--- config.mk ---
export PLATFORM = sky130hd
export DESIGN_NAME = sa22_seq_ctrl
export DESIGN_NICKNAME = d
export VERILOG_FILES = /design/src/rtl/sa22_pkg.sv /design/src/rtl/sa22_deskew_cap.sv /design/src/rtl/sa22_seq_ctrl.sv
export SDC_FILE = /design/constraint.sdc
export NUM_CORES = 1
export LEC_CHECK = 0
export BUFFER_PORTS_ARGS = -buffer_cell sky130_fd_sc_hd__buf_2
export CAP_MARGIN = 20
export CORE_AREA = 2 2 166 168
export CTS_CLUSTER_DIAMETER = 40
export DETAILED_ROUTE_END_ITERATION = 8
export DIE_AREA = 0 0 168 170
export GPL_TIMING_DRIVEN = 0
export REMOVE_ABC_BUFFERS = 1
export SYNTH_ARGS = -nofsm -noshare
export SYNTH_HDL_FRONTEND = slang
export SYNTH_SLANG_ARGS = --single-unit
--- constraint.sdc ---
create_clock -name clk -period 7.3 [get_ports clk]
set_input_delay 1.46 -clock clk [delete_from_list [all_inputs] [get_ports clk]]
set_output_delay 1.46 -clock clk [all_outputs]
set_load 0.005 [all_outputs]
--- src/rtl/sa22_pkg.sv ---
// Shared definitions for the SA22 2x2 matmul sequencer: data width, capture delay,
// FSM state encoding and element slot indices into the packed 4-element buses.
package sa22_pkg;

  localparam int SA22_DW      = 16;
  localparam int SA22_CAP_DLY = 2;

  typedef enum logic [2:0] {
    ST_IDLE,
    ST_LOAD_W,
    ST_GAP,
    ST_FEED,
    ST_DRAIN,
    ST_DONE
  } state_e;

  // Element slots in {X11,X10,X01,X00}: slot = 2*row + col
  localparam int E00 = 0;
  localparam int E01 = 1;
  localparam int E10 = 2;
  localparam int E11 = 3;

  // Bias slots in {B1,B0}
  localparam int B0 = 0;
  localparam int B1 = 1;

endpackage

--- src/rtl/sa22_deskew_cap.sv ---
// Deskews SA22 bottom-row sums: counts cycles from the t0 strobe, captures each
// C element on its own cycle, and publishes all four at once on the last capture.
module sa22_deskew_cap
  import sa22_pkg::*;
#(
  parameter int DW      = SA22_DW,
  parameter int CAP_DLY = SA22_CAP_DLY
) (
  input  logic          clk,
  input  logic          rst,
  input  logic          t0,
  input  logic [DW-1:0] psum21,
  input  logic [DW-1:0] psum22,
  output logic          cap_last,
  output logic [4*DW-1:0] c_out
);

  localparam int LAST = CAP_DLY + 2;
  localparam int CW   = $clog2(LAST + 2);

  logic            run_q, run_d;
  logic [CW-1:0]   cnt_q, cnt_d, rel;
  logic            active;
  logic [DW-1:0]   c00_q, c00_d, c10_q, c10_d, c01_q, c01_d;
  logic [4*DW-1:0] c_out_q, c_out_d;

  always_comb begin
    rel      = t0 ? '0 : cnt_q;
    active   = t0 | run_q;
    cap_last = active && (rel == CW'(LAST));
    run_d    = run_q;
    cnt_d    = cnt_q;
    c00_d    = c00_q;
    c10_d    = c10_q;
    c01_d    = c01_q;
    c_out_d  = c_out_q;
    if (active) begin
      run_d = ~cap_last;
      cnt_d = rel + 1'b1;
    end
    if (active && rel == CW'(CAP_DLY)) c00_d = psum21;
    if (active && rel == CW'(CAP_DLY + 1)) begin
      c10_d = psum21;
      c01_d = psum22;
    end
    // C11 arrives on the same edge the result is published, so take it straight from the port
    if (cap_last) begin
      c_out_d[E00*DW +: DW] = c00_q;
      c_out_d[E01*DW +: DW] = c01_q;
      c_out_d[E10*DW +: DW] = c10_q;
      c_out_d[E11*DW +: DW] = psum22;
    end
  end

  always_ff @(posedge clk or negedge rst) begin
    if (!rst) begin
      run_q   <= 1'b0;
      cnt_q   <= '0;
      c00_q   <= '0;
      c10_q   <= '0;
      c01_q   <= '0;
      c_out_q <= '0;
    end else begin
      run_q   <= run_d;
      cnt_q   <= cnt_d;
      c00_q   <= c00_d;
      c10_q   <= c10_d;
      c01_q   <= c01_d;
      c_out_q <= c_out_d;
    end
  end

  assign c_out = c_out_q;

endmodule

--- src/rtl/sa22_seq_ctrl.sv ---
// Runs one 2x2 weight-stationary matmul on SA22: weight load, skewed feed, deskewed capture.
// Optional per-column bias injected through the top partial sums when SA22_BIAS_EN is defined.
module sa22_seq_ctrl
  import sa22_pkg::*;
#(
  parameter int DW      = SA22_DW,
  parameter int CAP_DLY = SA22_CAP_DLY
) (
  input  logic            clk,
  input  logic            rst,
  input  logic            start,
  input  logic            reuse_w,
  input  logic [4*DW-1:0] w_in,
  input  logic [4*DW-1:0] a_in,
`ifdef SA22_BIAS_EN
  input  logic [2*DW-1:0] bias_in,
`endif
  output logic            busy,
  output logic            done,
  output logic [4*DW-1:0] c_out,
  output logic            weight_en,
  output logic [DW-1:0]   weight_in11,
  output logic [DW-1:0]   weight_in12,
  output logic [DW-1:0]   activation_in11,
  output logic [DW-1:0]   activation_in21,
  output logic [DW-1:0]   partial_sum_in11,
  output logic [DW-1:0]   partial_sum_in12,
  input  logic [DW-1:0]   psum21,
  input  logic [DW-1:0]   psum22
);

  state_e          state_q, state_d;
  logic [1:0]      ph_q, ph_d;
  logic [4*DW-1:0] w_q, w_d, a_q, a_d;
  logic            wpres_q, wpres_d;
  logic            t0, cap_last;
  logic [DW-1:0]   bias0, bias1;

`ifdef SA22_BIAS_EN
  logic [2*DW-1:0] b_q, b_d;
  assign bias0 = b_q[B0*DW +: DW];
  assign bias1 = b_q[B1*DW +: DW];
`else
  assign bias0 = '0;
  assign bias1 = '0;
`endif

  always_comb begin
    state_d          = state_q;
    ph_d             = ph_q;
    w_d              = w_q;
    a_d              = a_q;
    wpres_d          = wpres_q;
`ifdef SA22_BIAS_EN
    b_d              = b_q;
`endif
    busy             = 1'b0;
    done             = 1'b0;
    t0               = 1'b0;
    weight_en        = 1'b0;
    weight_in11      = '0;
    weight_in12      = '0;
    activation_in11  = '0;
    activation_in21  = '0;
    partial_sum_in11 = '0;
    partial_sum_in12 = '0;
    case (state_q)
      ST_IDLE: begin
        if (start) begin
          w_d  = w_in;
          a_d  = a_in;
          ph_d = '0;
`ifdef SA22_BIAS_EN
          b_d  = bias_in;
`endif
          // Reuse is only honoured once a full load has landed since reset
          state_d = (reuse_w && wpres_q) ? ST_FEED : ST_LOAD_W;
        end
      end
      ST_LOAD_W: begin
        busy      = 1'b1;
        weight_en = 1'b1;
        // Row 1 goes in first so it ends up shifted into the bottom PEs
        if (ph_q == 2'd0) begin
          weight_in11 = w_q[E10*DW +: DW];
          weight_in12 = w_q[E11*DW +: DW];
          ph_d        = 2'd1;
        end else begin
          weight_in11 = w_q[E00*DW +: DW];
          weight_in12 = w_q[E01*DW +: DW];
          ph_d        = 2'd0;
          state_d     = ST_GAP;
        end
      end
      ST_GAP: begin
        busy    = 1'b1;
        wpres_d = 1'b1;
        ph_d    = 2'd0;
        state_d = ST_FEED;
      end
      ST_FEED: begin
        busy = 1'b1;
        case (ph_q)
          2'd0: begin
            t0               = 1'b1;
            activation_in11  = a_q[E00*DW +: DW];
            partial_sum_in11 = bias0;
            ph_d             = 2'd1;
          end
          2'd1: begin
            activation_in11  = a_q[E10*DW +: DW];
            activation_in21  = a_q[E01*DW +: DW];
            partial_sum_in11 = bias0;
            partial_sum_in12 = bias1;
            ph_d             = 2'd2;
          end
          default: begin
            activation_in21  = a_q[E11*DW +: DW];
            partial_sum_in12 = bias1;
            ph_d             = 2'd0;
            state_d          = cap_last ? ST_DONE : ST_DRAIN;
          end
        endcase
      end
      ST_DRAIN: begin
        busy = 1'b1;
        if (cap_last) state_d = ST_DONE;
      end
      ST_DONE: begin
        done    = 1'b1;
        state_d = ST_IDLE;
      end
      default: state_d = ST_IDLE;
    endcase
  end

  always_ff @(posedge clk or negedge rst) begin
    if (!rst) begin
      state_q <= ST_IDLE;
      ph_q    <= '0;
      w_q     <= '0;
      a_q     <= '0;
      wpres_q <= 1'b0;
`ifdef SA22_BIAS_EN
      b_q     <= '0;
`endif
    end else begin
      state_q <= state_d;
      ph_q    <= ph_d;
      w_q     <= w_d;
      a_q     <= a_d;
      wpres_q <= wpres_d;
`ifdef SA22_BIAS_EN
      b_q     <= b_d;
`endif
    end
  end

  sa22_deskew_cap #(
    .DW      (DW),
    .CAP_DLY (CAP_DLY)
  ) u_cap (
    .clk      (clk),
    .rst      (rst),
    .t0       (t0),
    .psum21   (psum21),
    .psum22   (psum22),
    .cap_last (cap_last),
    .c_out    (c_out)
  );

endmodule
==> impl_results.md, run 1 <==
- CP Depth: 5
- Final hold vios: 0
- Startpoint Class: flip-flop
- Crit path time final: 4100 ps
- Final setup fails: 0
- Synth async-reset ratio: 100%
- Final Instance Count excl. Fillers: 1,431
- Cell area after synthesis: 0.0106 mm^2
- Most numerous cell in the Yosys netlist: dfrtp_1
- Buffers & Inverters on Critical Path: 2
- Top cells by count, synth: dfrtp_1 (250), mux2_2 (201), nand2_1 (69), mux2_4 (38), a21oi_1 (34)
- Largest net degree at the start of global routing: 106
- Clock root buffer: clkbuf_16
- Setup crit end kind: output port
- Die Wd: 168 um
- CTS tree: built
- Initial antenna violation count: 3
- H-tree Lvls: 2
- Cts hold-fix bufs: 0
- Post-synth top flop: dfrtp_1
- Hold Path Depth: 1
- Synth area leaders: dfrtp_1 (59%), mux2_2 (21%), mux2_4 (5.4%)
- Max Slew Vio Count: 0
- Die Y: between 150 and 200 um
- YS warnings: 0
- Worst Hold Class: flip-flop to flip-flop
- DR iter-0 viols: 375
- CP Class: flip-flop to output port
- Netlist cell types: 36
- Setup Buffers After CTS: 0
- RSZ-0062 raised after global routing: no
- Num ports: 327
- Clk slew on worst S/H paths: 50 ps
- Pint: 4.72 mW
- Synth area leader: dfrtp_1
- Vias in the first global route: 6,971
- Worst clock skew: 13.4 ps
- Syn Area/Cell: around 14 um^2
- Reg area: 0.00626 mm^2
- Port buffer count: a little under 300
- Post-DP Area: roughly 0.012 mm^2
- Die area: 0.0286 mm^2
- Post-DR vias/cell: 4.83
- Overflow after GRT: 0
- First-pass GRT wire length: 38,400 um
- Via Count: 6,911
- Layout Nets: 1,223
- Final TNS setup: 0 ps
- Clk buf depth: 3
- Sequential Power Share: 36.5%
- Slew HR: 29.9%
- Worst path required time: 5840 ps
- FF-to-FF path depth: 8
- Worst path top cell family by delay: simple AND/OR/NAND/NOR gates
- Total power: 6.76 mW
- Max stage delay on crit path: 760 ps
- Post-synth EDFFs: 0
- Worst path slowest cell: nor3b_4
- WL final: roughly 24,000 um
- Filler cell count: 2,356
- Outcome: completed
- Core footprint: ~0.027 mm^2
- Synthesis-to-finish area growth: 31.3%
- Post-route design area: 0.0139 mm^2
- Initial Util: 39.8%
- CTS Buf Count: 41
- Worst-Margin Slew: 1050 ps
- Placer Congestion: 0.731
- Post-route ant nets: 0
- Comb power frac: between 30 and 40%
- CP arrival: ~2600 ps
- Final worst path period share: 56.1%
- Leakage: 6.70 nW
- Pwr dens: roughly 490 mW/mm^2
- Site Rows: 60
- Top-area cell type share of the netlist area: 59.0%
- Multi-input gate area: 0.00401 mm^2
- Clock Latency Late Sink: 510 ps
- Proportion of power drawn by the clock network: between 20% and 30%
- Worst vdd rail ir drop: 265 uV
- Synthesis-stage register bit count: between 200 and 300
- Max Cap Violations: 0
- CP Max Fanout: 20
- DRC violation count after routing: 0
- HPWL after DPL: 16,200 um
- WL per Instance: roughly 17 um
- Layout cell share with drive strength beyond 1: 57.5%
- Fmax: 244 MHz
- CTS sink count: 250
- Switch share: between 30% and 40%
- CP Cell Sequence: nand3b_1 > nor3b_4 > buf_16 > a22o_1 > buf_2
- Post-synthesis cell count: 753
- Register area share after synthesis: 59.0%
- Post-CTS Resized: 0
- TritonRoute pass-1 iters: 4
- GRT Resource Usage Total: 16.9%
- Dpl cells: 1,352
- Sw power: between 2 and 2.5 mW
-- per-stage QoR --
| step | hold slack (ps) | util [%] | setup WS [ps] |
|---|---|---|---|
| after global placement | 454 | 45.6 | -1.53 |
| after CTS | 483 | 52.2 | 2750 |
| final | 473 | 52.3 | 3200 |
| after detailed placement | 474 | 46.7 | 3180 |
| after global routing | 502 | 52.3 | 3020 |
| after floorplan | 441 | - | 2250 |
-- per-layer routing --
| layer | vias to the layer above | routed length (um) | GRT usage, % | part of all wire [%] |
|---|---|---|---|---|
| met1 | 3412 | 10600 | 21.9 | 43 |
| met5 | - | 32 | 0 | 0.13 |
| met2 | 255 | 11200 | 26.6 | 46 |
| li1 | 3196 | - | - | - |
| met3 | 44 | 2110 | 6.00 | 8.6 |
| met4 | 4 | 517 | 5.29 | 2.1 |
-- cells by family (layout without fill, tap and decap cells) --
family                     count (synthesis)  in the layout  share of synthesized area (%)
muxes                                    242            242                           27.0
adders and majority gates                  4              4                          0.472
AOI/OAI and AO/OA                         77             77                           4.98
other                                      1             35                         0.0353
buffers and inverters                     84            387                           4.69
DFF                                      250            250                           59.0
and+or+nand+nor                           93             93                           3.70
xor gates and xnor gates                   2              2                          0.165
-- final cells by class --
cell class                 instances  share of cell area [%]
sequential                       250                    44.9
multi-input combinational        450                    28.8
timing repair buffer             304                    12.4
clock buffer                      52                    8.47
tap                              341                    3.06
clock inverter                    23                    2.08
inverter                           8                   0.216
antenna                            3                  0.0539
-- cell usage in the layout (no fill, tap or decap), drive strengths merged --
cell | synthesis | final
buf | 60 | 304
dfrtp | 250 | 250
inv | 8 | 18
nor2b | 2 | 2
nand2 | 69 | 69
a21oi | 34 | 34
nor3 | 2 | 2
or3 | 1 | 1
xnor2 | 2 | 2
bufinv | 0 | 5
nand2b | 2 | 2
nor2 | 9 | 9
conb | 1 | 32
ha | 4 | 4
a31oi | 2 | 2
diode | 0 | 3
mux2i | 2 | 2
nand3b | 1 | 1
a31o | 1 | 1
mux2 | 240 | 240
or2 | 1 | 1
clkbuf | 16 | 52
a22o | 32 | 32
nand4b | 1 | 1
and3 | 1 | 1
a311oi | 1 | 1
clkinvlp | 0 | 1
o2111a | 1 | 1
clkinv | 0 | 7
a21o | 1 | 1
nor3b | 1 | 1
nand3 | 3 | 3
o21ai | 5 | 5
-- state kept, by name, summed over array words and instances (netlist names), 2 cells and up --
name	flops
u_cap.c00_q	16
w_q	64
u_cap.cnt_q	3
u_cap.c10_q	16
u_cap.c01_q	16
u_cap.c_out	64
state_q	3
ph_q	2
a_q	64
-- worst paths after layout --
path / from / to / slack (ps)
worst max-delay path: state_q[2] / activation_in21[12] / 3200
worst min-delay path: wpres_q / wpres_q / 470
worst max register to register: ph_q[1] / u_cap.c_out[19] / 3930
worst min register to register: wpres_q / wpres_q / 470
max in group asynchronous: rst / u_cap.c_out[53] / 5170
min in group asynchronous: rst / a_q[29] / 850
-- power groups by stage --
| stage | clock network, mW | logic, mW | registers (mW) |
|---|---|---|---|
| floorplan | 0 | 1.52 | 2.41 |
| global route | 2.14 | 2.49 | 2.57 |
| finish | 2.02 | 2.27 | 2.47 |
| detailed placement | 0 | 2.30 | 2.48 |
| global placement | 0 | 2.27 | 2.45 |
| CTS | 2.08 | 2.30 | 2.47 |
No activity file was read; power rests on OpenSTA's default activity.
==> run 2: changes to the inputs <==
- clock period: 7.3 -> 4.1 ns (I/O delays scaled with it)
==> impl_results.md, run 2 (synthesis results as in run 1) <==
- FF-to-FF path depth: 8 (unchanged)
- Final setup fails: 0 (unchanged)
- Post-route design area: 0.0139 mm^2 (about the same)
- Max Slew Vio Count: 0 (unchanged)
- DRC violation count after routing: 0 (unchanged)
- Met1 GRT Util: 21.9% (about the same)
- Die area: 0.0286 mm^2 (unchanged)
- Met3 Usage GRT: 6.00% (unchanged)
- HPWL after DPL: 16,200 um (unchanged)
- Clock root buffer: clkbuf_16
- Worst path required time: 4490 ps (-1350 ps)
- Final worst path period share: approximately 90%
- Max Cap Violations: 0 (unchanged)
- CTS tree: built
- Initial antenna violation count: 3 (unchanged)
- Synthesis-to-finish area growth: 31.2% (about the same)
- GRT Resource Usage Total: 16.9% (about the same)
- Layout cell share with drive strength beyond 1: 57.5% (about the same)
- Placer Congestion: 0.731 (unchanged)
- CP arrival: 4080 ps (+1440 ps)
- Via Count: 6,917 (+0.087%)
- H-tree Lvls: 2 (unchanged)
- Core footprint: 0.0267 mm^2 (unchanged)
- Final hold vios: 0 (unchanged)
- WHS: 210 ps (-263 ps)
- Worst vdd rail ir drop: 473 uV (+78%)
- Worst-Margin Slew: 1050 ps (-1.63 ps)
- Total power: 12.0 mW (+78%)
- Post-DP Area: 0.0124 mm^2 (unchanged)
- Die Y: 170 um (unchanged)
- Crit path time final: 3690 ps
- Most common cell after layout, fill and taps aside: buf_2
- Layout Nets: 1,222 (-0.082%)
- CTS Buf Count: 41 (unchanged)
- Final Util: 52.2% (about the same)
- CP Class: flip-flop to flip-flop
- Leakage: 6.69 nW (about the same)
- Post-DR vias/cell: 4.84 (+0.16%)
- Worst Hold Class: input port to asynchronous set/reset pin
- Vias in the first global route: 6,968 (-0.043%)
- Num ports: 327 (unchanged)
- Met2 GRT Util: 26.5% (-0.036 points)
- Outcome: completed
- CTS sink count: 250 (unchanged)
- WL per Instance: 17.1 um (about the same)
- Overflow after GRT: 0 (unchanged)
- Post-route setup slack: 412 ps (-2790 ps)
- Clk slew on worst S/H paths: 50 ps (about the same)
- Post-route ant nets: 0 (unchanged)
- Initial Util: 39.8% (unchanged)
- TritonRoute pass-1 iters: 4 (unchanged)
- Largest net degree at the start of global routing: 106 (unchanged)
- Setup crit end kind: flip-flop
- Worst clock skew: 12.1 ps (-1.34 ps)
- First-pass GRT wire length: 38,400 um (about the same)
- Fmax: between 200 and 300 MHz
- Startpoint Class: flip-flop
- Global routing's busiest layer: met2
- Most frequent cells in the layout: buf_2 (293), dfrtp_1 (250), mux2_2 (201), nand2_1 (69), clkbuf_16 (43)
- Place WS: -22.0 ps (-3200 ps)
- Site Rows: 60 (unchanged)
- Die Wd: 168 um (unchanged)
- Clk buf depth: 3 (unchanged)
- WL final: 24,500 um (about the same)
- DR iter-0 viols: 378 (+0.80%)
- Port buffer count: 294 (unchanged)
- RSZ-0062 raised after global routing: no
- Clock Latency Late Sink: 510 ps (about the same)
- Slew HR: 30.0% (+0.11 points)
- Pwr dens: 863 mW/mm^2 (+78%)
- CP Max Fanout: 34 (+70%)
run 2: cell types whose count changed in the layout (fill, tap and decap cells not counted), sizes merged:
| cell | before | now |
|---|---|---|
| buf | 304 | 303 |
run 2: where the power goes:
| part | internal, mW | total, mW | switching [mW] |
|---|---|---|---|
| clock network | 2.38 | 3.61 | 1.23 |
| registers | 3.74 | 4.39 | 0.653 |
| logic | 2.28 | 4.02 | 1.74 |
| total | 8.40 | 12.0 | 3.62 |
run 2: final timing paths:
path                               from               to  slack [ps]
worst max-delay path            ph_q[1]  u_cap.c_out[19]         410
worst min-delay path                rst          a_q[29]         210
worst max register to register  ph_q[1]  u_cap.c_out[19]         410
worst min register to register  wpres_q          wpres_q         470
max in group asynchronous           rst          w_q[47]        2590
min in group clk                wpres_q          wpres_q         470
run 2: metal layers:
| metal | up-vias | wire (um) |
|---|---|---|
| met4 | 4 | 518 |
| li1 | 3196 | - |
| met2 | 254 | 11200 |
| met3 | 44 | 2110 |
| met1 | 3419 | 10600 |
| met5 | - | 32 |
run 2: per-stage QoR:
| step | cells | setup TNS, ps |
|---|---|---|
| after floorplan | 708 | -67010 |
| after global routing | 1428 | 0 |
| final | 1430 | 0 |
| after global placement | 1343 | -1103400 |
| after detailed placement | 1352 | -244 |
| after CTS | 1427 | 0 |
run 2: layout make-up:
type | instances | area, um^2
fillers | 2356 | 12700
inverters | 8 | 30.0
repair buffers | 303 | 1710
clock inverters | 23 | 290
multi-input cells | 450 | 4020
clock buffers | 52 | 1180
well taps | 341 | 427
diodes | 3 | 7.51
flip-flops and latches | 250 | 6260
run 2: repair_timing:
item | in CTS | in global routing
endpoints found under the hold margin | 0 | 0
hold buffers | 0 | 0
gates resized for setup | 1 | 0
setup buffers | 0 | 0
endpoints found under the setup margin | 13 | 0
run 2: critical path, stage by stage (launching register included):
cell and delay (ps):
dfrtp_1 480, or2_2 660, nor2_4 630, nor2b_1 140, inv_1 120, ha_1 190, o2111a_4 640, buf_16 300
mux2_2 360
